`src/rtl/irq_pkg.sv`:
```
// Shared constants for the interrupt request unit: source bit indices and register addresses.
// Latency: none (constants only).
// Backpressure: not applicable.
package irq_pkg;

  localparam int IRQ_VBLANK = 0;
  localparam int IRQ_STAT   = 1;
  localparam int IRQ_TIMER  = 2;
  localparam int IRQ_SERIAL = 3;
  localparam int IRQ_JOYPAD = 4;

  localparam int IRQ_NSRC = 5;

  localparam logic [15:0] IF_ADDR  = 16'hFF0F;
  localparam logic [15:0] OVR_ADDR = 16'hFF7F;

endpackage

```
`src/rtl/irq_request_unit_if.sv`:
```
// System bus and CPU interrupt handshake between the CPU side and the request unit.
// Latency: wires only; timing is defined by the endpoints.
// Backpressure: none; the CPU holds ack for at least one cycle.
interface irq_request_unit_if;
  logic [15:0] A;
  logic [7:0]  D_in;
  logic [7:0]  D_out;
  logic        RD;
  logic        WR;
  logic [7:0]  CPU_IRQ_TRIG;
  logic [7:0]  CPU_IRQ_ACK;

  // CPU / bus master side
  modport master (
    output A, D_in, RD, WR, CPU_IRQ_ACK,
    input  D_out, CPU_IRQ_TRIG
  );

  // Interrupt request unit side
  modport slave (
    input  A, D_in, RD, WR, CPU_IRQ_ACK,
    output D_out, CPU_IRQ_TRIG
  );
endinterface

```
`src/rtl/irq_flag_bit.sv`:
```
// One interrupt source: event/ack edge detect, IF flag with set>write>clear priority, sticky overrun bit.
// Latency: flag and overrun update on the rising edge that samples the event, write or ack edge.
// Backpressure: none; events arriving while pending are recorded in the overrun bit instead of queued.
module irq_flag_bit (
  input  logic CLK,
  input  logic nRES,
  input  logic evt,
  input  logic ack,
  input  logic wr_en,
  input  logic wr_dat,
  input  logic ovr_clr,
  output logic if_bit,
  output logic ovr_bit
);

  logic evt_q;
  logic ack_q;
  logic set_evt;
  logic clr_evt;
  logic ovr_set;
  logic if_nxt;
  logic ovr_nxt;

  // Edge detection and next-state for the flag and overrun bits
  always_comb begin
    set_evt = evt & ~evt_q;
    clr_evt = ack & ~ack_q;
    // A pending event is lost only if nothing retires the flag this same cycle
    ovr_set = set_evt & if_bit & ~clr_evt & ~(wr_en & ~wr_dat);

    if_nxt = if_bit;
    if (set_evt) begin
      if_nxt = 1'b1;
    end else if (wr_en) begin
      if_nxt = wr_dat;
    end else if (clr_evt) begin
      if_nxt = 1'b0;
    end

    ovr_nxt = ovr_bit;
    if (ovr_set) begin
      ovr_nxt = 1'b1;
    end else if (ovr_clr) begin
      ovr_nxt = 1'b0;
    end
  end

  // State registers; evt_q resets high so sources already asserted at reset release are ignored
  always_ff @(posedge CLK or negedge nRES) begin
    if (!nRES) begin
      evt_q   <= 1'b1;
      ack_q   <= 1'b0;
      if_bit  <= 1'b0;
      ovr_bit <= 1'b0;
    end else begin
      evt_q   <= evt;
      ack_q   <= ack;
      if_bit  <= if_nxt;
      ovr_bit <= ovr_nxt;
    end
  end

endmodule

```
`src/rtl/irq_request_unit.sv`:
```
// Interrupt request unit: collects source events into IF (0xFF0F), drives CPU requests, retires on one-hot ack.
// Latency: event/write/ack take effect on the sampling edge; reads are combinational.
// Backpressure: none; overlapping events are flagged in the read-to-clear overrun register (0xFF7F).
module irq_request_unit
  import irq_pkg::*;
(
  input  logic                CLK,
  input  logic                nRES,
  input  logic [IRQ_NSRC-1:0] EVT,
  irq_request_unit_if.slave   bus
);

  logic                if_sel;
  logic                ovr_sel;
  logic                if_wr;
  logic                ovr_rd;
  logic [IRQ_NSRC-1:0] if_reg;
  logic [IRQ_NSRC-1:0] ovr_reg;
  logic                unused_bits;

  assign unused_bits = ^{bus.D_in[7:IRQ_NSRC], bus.CPU_IRQ_ACK[7:IRQ_NSRC]};

  // Address decode for the two mapped registers
  always_comb begin
    if_sel  = (bus.A == IF_ADDR);
    ovr_sel = (bus.A == OVR_ADDR);
    if_wr   = bus.WR & if_sel;
    ovr_rd  = bus.RD & ovr_sel;
  end

  genvar i;
  generate
    for (i = 0; i < IRQ_NSRC; i++) begin : g_src
      irq_flag_bit u_flag (
        .CLK     (CLK),
        .nRES    (nRES),
        .evt     (EVT[i]),
        .ack     (bus.CPU_IRQ_ACK[i]),
        .wr_en   (if_wr),
        .wr_dat  (bus.D_in[i]),
        .ovr_clr (ovr_rd),
        .if_bit  (if_reg[i]),
        .ovr_bit (ovr_reg[i])
      );
    end
  endgenerate

  // Read mux; unmapped or idle reads float high like a precharged bus
  always_comb begin
    bus.D_out = 8'hFF;
    if (bus.RD && if_sel) begin
      bus.D_out = {3'b111, if_reg};
    end else if (bus.RD && ovr_sel) begin
      bus.D_out = {3'b000, ovr_reg};
    end
  end

  // Requests come straight from the IF flops
  assign bus.CPU_IRQ_TRIG = {3'b000, if_reg};

endmodule

```
`src/flat_wrapper.sv`:
```
// flat-port wrapper written by rule: the top's interface ports become plain ports
module irq_request_unit_flat import irq_pkg::*;
  (CLK, nRES, EVT, bus_A, bus_D_in, bus_RD, bus_WR, bus_CPU_IRQ_ACK, bus_D_out, bus_CPU_IRQ_TRIG);
  irq_request_unit_if bus_i ();
  input  logic CLK;
  input  logic nRES;
  input  logic [IRQ_NSRC-1:0] EVT;
  input wire logic [$bits(bus_i.A)-1:0] bus_A;
  input wire logic [$bits(bus_i.D_in)-1:0] bus_D_in;
  input wire logic [$bits(bus_i.RD)-1:0] bus_RD;
  input wire logic [$bits(bus_i.WR)-1:0] bus_WR;
  input wire logic [$bits(bus_i.CPU_IRQ_ACK)-1:0] bus_CPU_IRQ_ACK;
  output wire logic [$bits(bus_i.D_out)-1:0] bus_D_out;
  output wire logic [$bits(bus_i.CPU_IRQ_TRIG)-1:0] bus_CPU_IRQ_TRIG;
  assign bus_i.A = bus_A;
  assign bus_i.D_in = bus_D_in;
  assign bus_i.RD = bus_RD;
  assign bus_i.WR = bus_WR;
  assign bus_i.CPU_IRQ_ACK = bus_CPU_IRQ_ACK;
  assign bus_D_out = bus_i.D_out;
  assign bus_CPU_IRQ_TRIG = bus_i.CPU_IRQ_TRIG;
  irq_request_unit u_core (.CLK(CLK), .nRES(nRES), .EVT(EVT), .bus(bus_i));
endmodule
```
`config.mk`:
```
export PLATFORM = sky130hd
export DESIGN_NAME = irq_request_unit_flat
export DESIGN_NICKNAME = d
export VERILOG_FILES = /design/src/rtl/irq_pkg.sv /design/src/rtl/irq_request_unit_if.sv /design/src/rtl/irq_flag_bit.sv /design/src/rtl/irq_request_unit.sv /design/src/flat_wrapper.sv
export SDC_FILE = /design/constraint.sdc
export NUM_CORES = 1
export LEC_CHECK = 0
export CAP_MARGIN = 20
export CORE_MARGIN = 3
export CORE_UTILIZATION = 40
export CTS_CLUSTER_SIZE = 14
export DETAILED_ROUTE_END_ITERATION = 16
export PLACE_DENSITY_LB_ADDON = 0.08
export SKIP_CTS_REPAIR_TIMING = 1
export SYNTH_ARGS = -nofsm -noshare
export SYNTH_HDL_FRONTEND = slang
export SYNTH_HIERARCHICAL = 1
export SYNTH_SLANG_ARGS = --single-unit
export TNS_END_PERCENT = 100
```
`constraint.sdc`:
```
create_clock -name CLK -period 2.99 [get_ports CLK]
set_input_delay 0.598 -clock CLK [delete_from_list [all_inputs] [get_ports CLK]]
set_output_delay 0.598 -clock CLK [all_outputs]
set_load 0.02 [all_outputs]
```
==> impl_metrics.csv <==
group,metric,value,unit
setup_path,startpoint_type,"input pin",
hold_path,worstHoldStart,"u_core/g_src[0].u_flag/ovr_bit",
pwr,power,565,uW
sta,hold_violations,0,
setup_path,rrSetupSlack,2.05,ns
finish,multiInputGateArea,429,um^2
routing,drtIter0Drc,20,
yosys,synth-seq-cells,20,
sta,max_freq,0.347,GHz
setup_path,cp_cell_sequence,"clkdlybuf4s50_1 > and4b_1 > nor4b_2 > buf_4 > nand2_1 > clkdlybuf4s50_1",
setup_path,path_buf_inv,3,
finish,final_cell_mix,"clkdlybuf4s50_1 (47), dfrtp_1 (15), nand2_1 (11), nor2b_1 (10), nand2b_1 (10)",
die,fp.dieArea,0.00309,mm^2
routing,final_antenna_net_count,0,
sta,setup_viol,0,
clocking,h-tree-depth,1,
clocking,cts_tree,"done",
pwr,p_clk_share,27.7,%
setup_path,criticalPathCategory,"in -> out",
global_route,grt_pass1_wl,3.96,mm
setup_path,max_stage_delay,0.53,ns
job,max_cap_violations,0,
clocking,cts.sinks,20,
die,die_x,55.6,um
place,gp_congestion,0.758,
sta,setup_tns,0,ns
pwr,intPower,427,uW
clocking,cts_root_buffer,"clkbuf_4",
sta,slew_viol_final,0,
yosys,syn-mean-instance-area,10.8,um^2
setup_path,arrival,2.29,ns
routing,vias_per_cell,5.32,
hold_path,hold_depth,2,
global_route,antenna_found_initial,0,
sta,worst_slew_pin_slew,0.904,ns
sta,fin_crit_sh,96.5,%
setup_path,endpoint_kind,"output pin",
setup_path,cp_common_cell,"clkdlybuf4s50_1",
pwr,combPwrFrac,19.9,%
clocking,cts.clk_slew.worst_paths,0.11,ns
global_route,grtUsageTotal,16.1,%
finish,fill_cells,186,
yosys,ys_warn_count,6,
finish,seq_area,507,um^2
pwr,vdd_drop_max,0.000312,V
setup_path,rr_worst_depth,2,
routing,via_count,888,
clocking,insertion_delay,0.30,ns
yosys,ys_types,22,
die,initial_core_util,43.3,%
routing,drt-pass1-iter-count,6,
clocking,clock_path_buffers,2,
sta,relSlewSlack,39.5,%
hold_path,hp-class,"reg -> reg",
finish,layout_commonest_cell,"clkdlybuf4s50_1",
global_route,grt_pass1_vias,891,
finish,nets,181,
routing,wl_per_cell,14.6,um
die,die_h,55.6,um
setup_path,path_max_fanout,5,
yosys,seq_area_frac_synth,51.5,%
pwr,p_sw,138,uW
yosys,synth_cells,91,
place,io_buffer_count,47,
die,core_area,0.00228,mm^2
setup_path,cp_top_family,"buffers and inverters",
global_route,grt_overflow,0,
sta,holdWs,0.507,ns
routing,drt-total-wl,2.44,mm
pwr,p_seq_share,52.4,%
sta,rsz0062_at_grt,"no",
pwr,switching_share,24.4,%
sta,skew,0.00730,ns
finish,drive_above_1_share,12.2,%
pwr,power_density,376,mW/mm^2
setup_path,cp_slowest_cell,"clkdlybuf4s50_1",
hold_path,hold-path-endpoint,"u_core/g_src[0].u_flag/ovr_bit",
finish,syn_to_final_growth,52.7,%
setup_path,reg2reg_to,"u_core/g_src[3].u_flag/if_bit",
setup_path,crit_required,2.39,ns
clocking,numCtsBuffers,3,
place,hpwlAfterDp,1.85,mm
outcome,outcome,"complete, no violations",
setup_path,r2r-start,"u_core/g_src[3].u_flag/evt_q",
sta,period_minus_slack,2.89,ns
setup_path,path_depth,6,
die,num_rows,17,
finish,diodes,0,
routing,drc,0,
die,boundaryPins,57,
yosys,syn_area,985,um^2
global_route,grt_max_degree,21,
pwr,p_leak,0.000585,uW
## how the worst max path moves through the flow
stage                              end  slack (ns)  startpoint
after CTS                 bus_D_out[1]        0.07    bus_A[4]
final                     bus_D_out[1]        0.10    bus_A[0]
after detailed placement  bus_D_out[1]        0.07    bus_A[4]
after global routing      bus_D_out[0]        0.02    bus_A[0]
after global placement    bus_D_out[4]        0.09    bus_A[1]
after floorplan           bus_D_out[6]        0.94   bus_A[10]
## sequential cells by signal, summed over array words and instances, names as in the netlist
| signal | cells |
|---|---|
| u_core/g_src.u_flag/ack_q | 5 |
| u_core/g_src.u_flag/evt_q | 5 |
| u_core/g_src.u_flag/ovr_bit | 5 |
| u_core/g_src.u_flag/if_bit | 5 |
## layout make-up
cell class	instances	share of cell area (%)
flip-flops and latches	20	33.7
repair buffers	48	31.8
multi-input cells	62	28.5
clock buffers	4	2.41
well taps	28	2.33
inverters	5	1.25
## per-layer routing
metal	up-vias	global-route usage, %	part of all wire [%]
li1	419	-	-
met1	417	19.3	41
met2	50	27.4	48
met3	2	3.48	9.5
met4	0	7.29	0.70
met5	-	0	0
## cell usage after synthesis, drive strengths merged
cell type  number  area, um^2
and2            1        6.26
and3            2        12.5
and4b           1        10.0
buf             6        42.5
conb            1        3.75
dfrtp          15         375
dfstp           5         131
inv             5        18.8
nand2          11        41.3
nand2b         10        62.6
nand3           2        10.0
nand4           2        12.5
nand4b          1        8.76
nor2            1        3.75
nor2b          10        62.6
nor3            1        5.00
nor4b           1        15.0
o22ai           5        31.3
o311ai          5        43.8
o41ai           5        81.3
or3             1        6.26
## cells by family (layout without fill, tap and decap cells)
family          after synthesis  in the layout  share of synthesized area, %
flops                        20             20                          51.5
simple gates                 44             44                          26.0
other cells                   1              3                         0.381
buf+inv                      11             57                          6.23
compound gates               15             15                          15.9
## power by group through the flow
| stage | combinational (uW) | sequential [uW] | clock [uW] |
|---|---|---|---|
| floorplan | 31.8 | 310 | 0 |
| global placement | 109 | 301 | 0 |
| detailed placement | 112 | 301 | 0 |
| CTS | 113 | 296 | 165 |
| global route | 120 | 298 | 174 |
| finish | 113 | 296 | 156 |
## worst min-delay path, delay by kind of cell (launching register included)
| kind | cells | cell delay, ns |
|---|---|---|
| flops | 1 | 0.37 |
| compound gates | 1 | 0.05 |
| simple gates | 1 | 0.07 |
## stage by stage
| step | std cells | utilization (%) | setup WS, ns | instance area (um^2) |
|---|---|---|---|---|
| global route | 167 | 66.1 | 0.0198 | 1500 |
| floorplan | 93 | - | 0.938 | 992 |
| global placement | 163 | 64.3 | 0.0915 | 1460 |
| CTS | 167 | 65.9 | 0.0659 | 1500 |
| detailed placement | 163 | 64.3 | 0.0719 | 1460 |
| finish | 167 | 66.1 | 0.105 | 1500 |
(Power assumes the default switching activity.)
